`src/rtl/reg_file_wb_pkg.sv`:
```
// reg_file_wb_pkg: shared sizes and write-port types for the writeback register file.
package reg_file_wb_pkg;
    localparam int REG_W  = 8;
    localparam int REG_N  = 8;
    localparam int REG_AW = $clog2(REG_N);

    typedef logic [REG_AW-1:0] reg_addr_t;

    typedef struct packed {
        logic             we;
        reg_addr_t        addr;
        logic [REG_W-1:0] data;
    } regfile_wr_t;
endpackage

```
`src/rtl/reg_file_wb_load_scoreboard.sv`:
```
// load_scoreboard: per-register pending-load bits with issue-over-return priority.
module load_scoreboard
    import reg_file_wb_pkg::*;
#(
    parameter int NREGS = REG_N,
    parameter int AW    = $clog2(NREGS)
) (
    input  logic          clk,
    input  logic          rst_n,
    input  logic          issue,
    input  logic [AW-1:0] issue_addr,
    input  logic          ret,
    input  logic [AW-1:0] ret_addr,
    input  logic [AW-1:0] addr_a,
    input  logic [AW-1:0] addr_b,
    output logic          pend_a,
    output logic          pend_b
);
    logic [NREGS-1:0] pending, set, clr, pend_eff;

    always_comb begin
        set = '0;
        clr = '0;
        set[issue_addr] = issue;
        clr[ret_addr] = ret;
    end

    always_ff @(posedge clk or negedge rst_n) begin
        if (!rst_n) pending <= '0;
        else        pending <= set | (pending & ~clr);
    end

    // A returning load feeds its operand through the bypass, so it no longer stalls.
    assign pend_eff = pending & ~clr;
    assign pend_a   = pend_eff[addr_a];
    assign pend_b   = pend_eff[addr_b];
endmodule

```
`src/rtl/reg_file_wb.sv`:
```
// reg_file_wb: two-read register file with write bypass, Zero flag and load scoreboard.
module reg_file_wb
    import reg_file_wb_pkg::*;
#(
    parameter int W     = REG_W,
    parameter int NREGS = REG_N,
    parameter int AW    = $clog2(NREGS)
) (
    input  logic          clk,
    input  logic          rst_n,
    input  logic          rd_en_a,
    input  logic [AW-1:0] rd_addr_a,
    output logic [W-1:0]  rd_data_a,
    input  logic          rd_en_b,
    input  logic [AW-1:0] rd_addr_b,
    output logic [W-1:0]  rd_data_b,
    input  logic          alu_we,
    input  logic [AW-1:0] alu_waddr,
    input  logic [W-1:0]  alu_wdata,
    input  logic          flag_we,
    input  logic          alu_zero,
    output logic          zero_flag,
    input  logic          ld_issue,
    input  logic [AW-1:0] ld_waddr,
    input  logic          ld_ret,
    input  logic [AW-1:0] ld_raddr,
    input  logic [W-1:0]  ld_rdata,
    output logic          stall
);
    logic [W-1:0] regs [NREGS];
    regfile_wr_t  alu_wr, ld_wr;
    logic         pend_a, pend_b;

    assign alu_wr = '{we: alu_we, addr: alu_waddr, data: alu_wdata};
    assign ld_wr  = '{we: ld_ret, addr: ld_raddr, data: ld_rdata};

    // Load write is issued last so it overrides an ALU write to the same register.
    always_ff @(posedge clk or negedge rst_n) begin
        if (!rst_n) begin
            for (int i = 0; i < NREGS; i++) regs[i] <= '0;
            zero_flag <= 1'b0;
        end else begin
            if (alu_wr.we) regs[alu_wr.addr] <= alu_wr.data;
            if (ld_wr.we) regs[ld_wr.addr] <= ld_wr.data;
            if (flag_we) zero_flag <= alu_zero;
        end
    end

    always_comb begin
        rd_data_a = (ld_wr.we && ld_wr.addr == rd_addr_a) ? ld_wr.data :
                    (alu_wr.we && alu_wr.addr == rd_addr_a) ? alu_wr.data : regs[rd_addr_a];
        rd_data_b = (ld_wr.we && ld_wr.addr == rd_addr_b) ? ld_wr.data :
                    (alu_wr.we && alu_wr.addr == rd_addr_b) ? alu_wr.data : regs[rd_addr_b];
    end

    load_scoreboard #(.NREGS(NREGS), .AW(AW)) u_sb (
        .clk        (clk),
        .rst_n      (rst_n),
        .issue      (ld_issue),
        .issue_addr (ld_waddr),
        .ret        (ld_ret),
        .ret_addr   (ld_raddr),
        .addr_a     (rd_addr_a),
        .addr_b     (rd_addr_b),
        .pend_a     (pend_a),
        .pend_b     (pend_b)
    );

    assign stall = (rd_en_a & pend_a) | (rd_en_b & pend_b);
endmodule
```
`config.mk`:
```
export PLATFORM = sky130hd
export DESIGN_NAME = reg_file_wb
export DESIGN_NICKNAME = d
export VERILOG_FILES = /design/src/rtl/reg_file_wb_pkg.sv /design/src/rtl/reg_file_wb_load_scoreboard.sv /design/src/rtl/reg_file_wb.sv
export SDC_FILE = /design/constraint.sdc
export NUM_CORES = 1
export LEC_CHECK = 0
export BUFFER_PORTS_ARGS = -buffer_cell sky130_fd_sc_hd__clkbuf_2
export CAP_MARGIN = 0
export CORE_MARGIN = 3
export CORE_UTILIZATION = 60
export CTS_BUF_LIST = sky130_fd_sc_hd__clkbuf_8
export DETAILED_ROUTE_END_ITERATION = 10
export PLACE_DENSITY = 0.86
export SETUP_SLACK_MARGIN = 0.4
export SLEW_MARGIN = 15
export SYNTH_ARGS = -nofsm -noshare
export SYNTH_HDL_FRONTEND = slang
export SYNTH_HIERARCHICAL = 1
export SYNTH_SLANG_ARGS = --single-unit
```
`constraint.sdc`:
```
create_clock -name clk -period 2.2 [get_ports clk]
set_input_delay 0.44 -clock clk [delete_from_list [all_inputs] [get_ports clk]]
set_output_delay 0.44 -clock clk [all_outputs]
set_load 0.02 [all_outputs]
```
==> impl_metrics.toml, run 1 <==
[route]
vias = 5011
via_per_inst = 7.11
drc = 0
post_drt_wl_per_cell_um = 25.3
drt_pass1_iterations = 6
drtIter0Drc = 540
routed_wl_mm = 17.8
ant_nets = 0

[finish]
antenna_cells = 0
nFillCells = 455
layout.nets = 635
layout-drive-gt1-share_pct = 41.8
utilization_pct = 81.9
syn_to_final_growth_pct = 29.5

[critical_path]
r2r_start = "regs[11]"
start_kind = "register"
reg2reg_slack_ps = 1240
crit_fanout = 3
required_ps = 1760
cp_data_arrival_time_ps = 2040
r2r_cells = 2
critical_path_class = "reg -> out"
critPathCaptureType = "output pin"
reg2reg_to = "regs[11]"

[global_route]
grt_pass1_wl_mm = 27.8
grt.overflow.total = 0
antenna_found_initial = 0
grt_max_degree = 74
first_global_vias = 5117
grt_usage_pct = 36.8

[run]
maxCapViolations = 0

[die]
die_x_um = 100
row_count = 33
initial_utilization_pct = 63.2
die_y_um = 100
core_mm2 = 0.00838
ios = 58
die-area_mm2 = 0.00999

[logic_synthesis]
synth_area_mm2 = 0.00530
ys.flop_type = "dfrtp_1"
syn_nets = 541
ys_warn_count = 6
yosys_register_bits = 73
synth-edff-count = 0
ys_seq_area_share_pct = 34.5
synth_cells = 501
synthArstFlopShare_pct = 100
synth.distinct_cells = 35
syn_area_per_cell_um2 = 10.6

[clocking]
tritoncts = "built"
cts_buffers = 9
insertion_delay_ps = 360
clkTransAtPathRegs_ps = 80
clock_tree.root_cell = "clkbuf_8"
cts.sinks = 73
h-tree-depth = 3
cts_buffer_depth = 2
ctsHoldBuffers = 0

[pwr]
leakage_nw = 3.04
peakVddDrop_mv = 0.554
p_per_area_mw_per_mm2 = 767

[place]
preCtsSetupSlack_ps = -247
gp_congestion = 0.953
numPortBuffers = 57
dp_hpwl_mm = 10.5

[sta]
final.setup_skew_ps = 0
holdWs_ps = 97.8
fin_ws_ps = -276
setup_viol = 17
rsz0062_at_grt = "yes"
tightest_slew_ps = 408
slew_viol_final = 0
period_needed_ps = 2480
max_freq_ghz = 0.404
fin_crit_sh_pct = 113
finalHoldViolations = 0
relSlewSlack_pct = 72.8

[min_path]
min_path_type = "in -> async"

[outcome]
violations = "negative setup slack"
status = "finished, violations left"
## state kept, by name, indices dropped and copies added (netlist names)
register,flops
u_sb/pending,8
regs,64
zero_flag,1
## metrics by stage
stage,power [mW],area (um2),TNS (ps),std cells
floorplan,2.95,5390,0,501
global placement,3.32,6000,-3050,665
detailed placement,3.42,6000,-3530,665
CTS,5.07,6740,-2590,702
global route,5.46,6860,-3770,705
finish,5.27,6860,-2940,705
## what timing repair did
action	CTS	global route
endpoints found under the setup margin	17	17
pin swaps	12	6
resized for setup	86	22
buffers inserted	16	3
gates cloned	5	0
## worst max-delay path: stages, from the launching register on
cell      delay, ps
dfrtp_1         450
mux4_2          530
mux2_4          290
mux2i_2         170
o21ai_2          90
clkbuf_8        150
## final cells by class
class | instances | area (um2) | share of cell area, %
flip-flops and latches | 73 | 1830 | 26.6
clock buffers | 9 | 124 | 1.81
multi-input cells | 369 | 3350 | 48.9
repair buffers | 134 | 1280 | 18.7
inverters | 8 | 30.0 | 0.438
clock inverters | 7 | 116 | 1.70
well taps | 105 | 131 | 1.91
## kinds of logic after synthesis
kind of cell	share of synthesized area [%]
AOI/OAI and AO/OA	9.90
xor gates and xnor gates	1.98
buffers and inverters	5.72
DFF	34.5
muxes	34.3
and+or+nand+nor	13.6
## power breakdown
group / total, mW / switching (mW) / internal, mW / leakage, nW
clock network: 1.31 / 0.555 / 0.753 / 0.120
registers: 1.92 / 0.285 / 1.63 / 0.856
logic: 2.04 / 0.900 / 1.14 / 2.06
## cell usage after synthesis, types with 12 or more instances
library cell	count	area, um2
buf_2	21	105
clkbuf_1	25	93.8
mux4_1	16	420
xnor2_1	12	105
mux2_2	17	191
mux4_2	18	405
dfrtp_1	73	1830
mux2i_1	80	801
a21oi_1	32	160
nand2_1	60	225
o21ai_1	42	210
nor2_1	32	120
## routing by layer
metal	vias up	part of all wire [%]	track usage, %
met1	2348	33	45.6
li1	2033	-	-
met4	0	6.9	21.3
met3	136	13	10.6
met2	494	47	57.6
met5	-	0	0
## worst max-delay path by stage
| stage | depth (start not counted) | slack [ps] | start | to |
|---|---|---|---|---|
| floorplan | 6 | 50 | rd_addr_b[0] | rd_data_b[0] |
| global placement | 7 | -250 | rd_addr_b[0] | rd_data_b[0] |
| detailed placement | 7 | -250 | rd_addr_b[0] | rd_data_b[0] |
| CTS | 5 | -180 | regs[32] | rd_data_a[0] |
| global route | 5 | -300 | regs[32] | rd_data_a[0] |
| finish | 5 | -280 | regs[32] | rd_data_a[0] |
## cells in the final DEF, fill, tap and decap left out, drive strengths merged, types with 6 or more instances in the layout
cell type and count:
mux2i 80, buf 79, dfrtp 73, clkbuf 64, nand2 60, o21ai 48
mux4 34, nor2 32, a21oi 32, mux2 17, xnor2 12, o22ai 10
inv 9, nand2b 7, nand4b 6, o32ai 6
Power figures use the tool's default switching activity.
==> run 2, diff against run 1 <==
--- a/config.mk
+++ b/config.mk
@@ -7,9 +7,10 @@
 export LEC_CHECK = 0
 export BUFFER_PORTS_ARGS = -buffer_cell sky130_fd_sc_hd__clkbuf_2
 export CAP_MARGIN = 0
-export CORE_MARGIN = 3
+export CORE_MARGIN = 1.5
 export CORE_UTILIZATION = 60
 export CTS_BUF_LIST = sky130_fd_sc_hd__clkbuf_8
+export CTS_CLUSTER_DIAMETER = 60
 export DETAILED_ROUTE_END_ITERATION = 10
 export PLACE_DENSITY = 0.86
 export SETUP_SLACK_MARGIN = 0.4
==> run 2 against run 1 <==
Effect of this change:
- the run still ends with negative setup slack left
- total power is 0.26% lower
- largest cell class unchanged
- register-to-register slack worse by 30 ps
- wire length shrank 1.9%
- combinational power hardly changed
- largest power group unchanged
==> impl_metrics.toml, run 2 (synthesized netlist as in run 1, its figures left out) <==
[outcome]
status = "finished, violations left"
violations = "negative setup slack"

[route]
vias = 4905
wl_met1_mm = 6.11
wl_met2_mm = 8.47
drt_pass1_iterations = 9
via_per_inst = 6.94
highest_layer = "met4"
drtIter0Drc = 490
route.met3.wl_mm = 1.69
routed_wl_mm = 17.5
ant_nets = 0
post_drt_wl_per_cell_um = 24.7
drc = 0

[pwr]
leakage_nw = 3.03
p_total_mw = 5.25
p_per_area_mw_per_mm2 = 770
peakVddDrop_mv = 0.567

[finish]
nFillCells = 503
syn_to_final_growth_pct = 28.7
final_common_cell = "dfrtp_1"
antenna_cells = 0
layout-drive-gt1-share_pct = 40.6
mostFrequentLayoutCells = "73 x dfrtp_1, 68 x mux2i_1, 61 x buf_4, 60 x nand2_1, 34 x mux4_2"
largest_reg_flops = 64
largest-register = "regs"
layout.nets = 634
reg_top3 = "regs (64), u_sb/pending (8), zero_flag (1)"
finalNonFillerCells = 707

[die]
row_count = 34
die_x_um = 97.0
die_y_um = 97.0
initial_utilization_pct = 61.3
die-area_mm2 = 0.00940
ios = 58
core_mm2 = 0.00864

[sta]
fin_ws_ps = -221
slew_viol_final = 0
finalHoldViolations = 0
holdWs_ps = 1.60
rsz0062_at_grt = "yes"
relSlewSlack_pct = 69.1
fin_crit_sh_pct = 110
max_freq_ghz = 0.413
period_needed_ps = 2420
final.setup_skew_ps = 0
setup_viol = 17
tightest_slew_ps = 463
fin_tns_setup_ps = -3060

[critical_path]
crit_fanout = 3
required_ps = 1760
critical_path_class = "reg -> out"
critPathCaptureType = "output pin"
max_stage_delay_ps = 500
start_kind = "register"
cp_data_arrival_time_ps = 1980
crit_path_cell_trace = "mux4_2 > mux2_4 > mux2i_2 > o21ai_2 > clkbuf_8"
critPathBufInv = 1
slowest_stage = "mux4_2"
reg2reg_slack_ps = 1210
crit_family = "multiplexers"

[min_path]
min_path_type = "in -> async"

[global_route]
grt_max_degree = 26
grt.overflow.total = 0
first_global_vias = 4993
grt_pass1_wl_mm = 26.7
grt_usage_pct = 37.2
antenna_found_initial = 0

[clocking]
h-tree-depth = 3
ctsHoldBuffers = 0
cts_buffer_depth = 2
cts.sinks = 73
tritoncts = "built"
insertion_delay_ps = 360
cts_buffers = 9
clkTransAtPathRegs_ps = 90
clock_tree.root_cell = "clkbuf_8"

[place]
preCtsSetupSlack_ps = -302
numPortBuffers = 57
placed_cells = 670
dp_hpwl_mm = 10.8
gp_congestion = 0.904

[run]
maxCapViolations = 0
## run 2: cell types whose count changed in the layout (fill, tap and decap cells not counted), sizes merged
cell and delta:
inv +1, clkinv -1, clkbuf -3, buf +2
## run 2: power breakdown
group	internal, mW	switching (mW)
registers	1.63	0.291
clock network	0.755	0.559
logic	1.13	0.886
total	3.52	1.74
## run 2: final timing paths
| kind | start | to | depth (start not counted) |
|---|---|---|---|
| min reg2reg | zero_flag | zero_flag | 1 |
| max in group asynchronous | rst_n | regs[55] | 2 |
| max reg2reg | regs[51] | regs[51] | 4 |
| min | rst_n | u_sb/pending[2] | 1 |
| min in group clk | alu_zero | zero_flag | 2 |
| max | regs[4] | rd_data_a[4] | 5 |
## run 2: repair_timing
action / CTS / global route
gates resized for setup: 69 / 29
setup buffers: 8 / 8
cloned: 5 / 0
pin swaps: 9 / 6
setup endpoints to repair: 17 / 17
## run 2: through the flow
step	utilization [%]	cell area [um2]
2_1_floorplan	-	5390
3_3_place_gp	70.0	6040
3_5_place_dp	70.0	6040
4_1_cts	77.0	6650
5_1_grt	78.9	6820
6_report	78.9	6820
## run 2: final cells by class
| type | count | area [um2] | area share (%) |
|---|---|---|---|
| multi-input cells | 369 | 3310 | 48.5 |
| repair buffers | 133 | 1280 | 18.7 |
| flip-flops and latches | 73 | 1830 | 26.8 |
| well taps | 108 | 135 | 1.98 |
| inverters | 8 | 30.0 | 0.440 |
| clock inverters | 7 | 119 | 1.74 |
| clock buffers | 9 | 124 | 1.82 |
## run 2: metal layers
metal	global-route usage [%]	up-vias
li1	-	2025
met1	45.7	2338
met2	60.6	423
met3	5.56	119
met4	25.4	0
met5	0	-
==> run 3, diff against run 2 <==
--- a/config.mk
+++ b/config.mk
@@ -7,12 +7,14 @@
 export LEC_CHECK = 0
 export BUFFER_PORTS_ARGS = -buffer_cell sky130_fd_sc_hd__clkbuf_2
 export CAP_MARGIN = 0
+export CELL_PAD_IN_SITES_DETAIL_PLACEMENT = 1
+export CELL_PAD_IN_SITES_GLOBAL_PLACEMENT = 2
 export CORE_MARGIN = 1.5
-export CORE_UTILIZATION = 60
+export CORE_UTILIZATION = 40
 export CTS_BUF_LIST = sky130_fd_sc_hd__clkbuf_8
 export CTS_CLUSTER_DIAMETER = 60
 export DETAILED_ROUTE_END_ITERATION = 10
-export PLACE_DENSITY = 0.86
+export PLACE_DENSITY = 0.88
 export SETUP_SLACK_MARGIN = 0.4
 export SLEW_MARGIN = 15
 export SYNTH_ARGS = -nofsm -noshare
==> run 3 against run 2 <==
Effect of this change:
- the run still ends with negative setup slack left
- core utilization is 25 points lower
- register-to-register slack about the same
- worst hold slack improved by 82 ps
- combinational power hardly changed
- clock power decreased by 13%
- first-iteration DRC count is 39% lower
- critical endpoint is now rd_data_b[3]
==> impl_metrics.toml, run 3 (synthesized netlist as in run 1, its figures left out) <==
[outcome]
status = "finished, violations left"
violations = "negative setup slack"

[finish]
layout-drive-gt1-share_pct = 41.4
nFillCells = 1398
layout.nets = 641
final_common_cell = "dfrtp_1"
syn_to_final_growth_pct = 30.3
design_area_mm2 = 0.00690
utilization_pct = 54.0
reg_top3 = "regs (64), u_sb/pending (8), zero_flag (1)"
antenna_cells = 0
mostFrequentLayoutCells = "73 x dfrtp_1, 69 x buf_4, 68 x mux2i_1, 60 x nand2_1, 34 x clkbuf_2"
finalNonFillerCells = 778
largest_reg_flops = 64
largest-register = "regs"

[global_route]
grt_pass1_wl_mm = 28.8
grt_max_degree = 74
first_global_vias = 5065
antenna_found_initial = 0
grt.overflow.total = 0
grt_usage_pct = 27.0

[pwr]
peakVddDrop_mv = 0.264
p_total_mw = 5.07
leakage_nw = 3.05
p_int_mw = 3.37
combPwrFrac_pct = 39.9
p_sw_share_pct = 33.7
p_per_area_mw_per_mm2 = 735
p_seq_share_pct = 37.6
p_clk_share_pct = 22.5
switching_power_mw = 1.71

[route]
vias = 4707
via_per_inst = 6.05
drtIter0Drc = 298
drt_pass1_iterations = 5
post_drt_wl_per_cell_um = 24.2
drc = 0
ant_nets = 0
routed_wl_mm = 18.8

[place]
gp_congestion = 0.875
placed_area_mm2 = 0.00620
placed_cells = 744
numPortBuffers = 57
dp_hpwl_mm = 12.3
preCtsSetupSlack_ps = -312

[critical_path]
critPathCaptureType = "output pin"
required_ps = 1760
start_kind = "register"
cp_data_arrival_time_ps = 1970
critical_path_class = "reg -> out"
crit_fanout = 3

[clocking]
cts_buffers = 9
tritoncts = "built"
cts_buffer_depth = 2
clock_tree.root_cell = "clkbuf_8"
clkTransAtPathRegs_ps = 80
h-tree-depth = 3
insertion_delay_ps = 370
cts.sinks = 73

[min_path]
min_path_type = "in -> async"

[die]
die_x_um = 118
die_y_um = 118
ios = 58
die-area_mm2 = 0.0139
core_mm2 = 0.0128
row_count = 41
initial_utilization_pct = 41.5

[sta]
rsz0062_at_grt = "yes"
slew_viol_final = 0
fin_crit_sh_pct = 109
fin_ws_ps = -206
relSlewSlack_pct = 71.7
max_freq_ghz = 0.416
holdWs_ps = 83.6
final.setup_skew_ps = 0
period_needed_ps = 2410
setup_viol = 17
finalHoldViolations = 0
fin_tns_setup_ps = -2980
tightest_slew_ps = 425

[run]
maxCapViolations = 0
-- run 3: changes by cell type in the layout (fill, tap and decap cells not counted), sizes merged --
cell / delta
buf: +6
bufinv: -2
clkbuf: +4
clkinvlp: -1
-- run 3: repair_timing --
item | CTS | global route
pin swaps | 9 | 6
gates resized for setup | 73 | 26
hold endpoints to repair | 0 | 0
hold buffers | 0 | 0
setup buffers | 7 | 8
gates cloned | 3 | 0
setup endpoints to repair | 17 | 17
-- run 3: final timing paths --
path,slack (ps),startpoint,end,depth (start not counted)
max in group asynchronous,1760,rst_n,regs[57],2
worst max-delay path,-210,regs[27],rd_data_b[3],5
worst min-delay path,80,rst_n,u_sb/pending[0],2
worst min register to register,510,zero_flag,zero_flag,1
worst max register to register,1210,regs[51],regs[51],3
min in group clk,310,alu_zero,zero_flag,2
-- run 3: worst max-delay path, stage by stage, from the launching register on --
cell and delay [ps]:
dfrtp_1 430, mux4_2 490, mux2_4 300, mux2i_4 160, o21ai_2 70, clkbuf_8 150
-- run 3: area by class of cell --
class	count	area, um2	area share, %
Tap cell	172	215	3.12
Inverter	8	30.0	0.435
Clock buffer	12	165	2.39
Sequential cell	73	1830	26.5
Multi-Input combinational cell	369	3350	48.5
Timing Repair Buffer	140	1280	18.5
Clock inverter	4	42.5	0.616
-- run 3: power by group through the flow --
stage / Combinational [mW] / Sequential (mW) / Clock (mW)
floorplan: 1.16 / 1.79 / 0
global placement: 1.53 / 1.87 / 0
detailed placement: 1.60 / 1.90 / 0
CTS: 1.86 / 1.89 / 1.15
global route: 2.16 / 1.93 / 1.21
finish: 2.02 / 1.91 / 1.14
-- run 3: layer usage --
layer	global-route usage [%]	wire length, um	up-vias	part of all wire, %
met5	0	0	-	0
met4	12.7	789	0	4.2
met3	4.51	945	52	5.0
met2	46.3	9550	189	51
met1	33.1	7510	2429	40
li1	-	-	2037	-
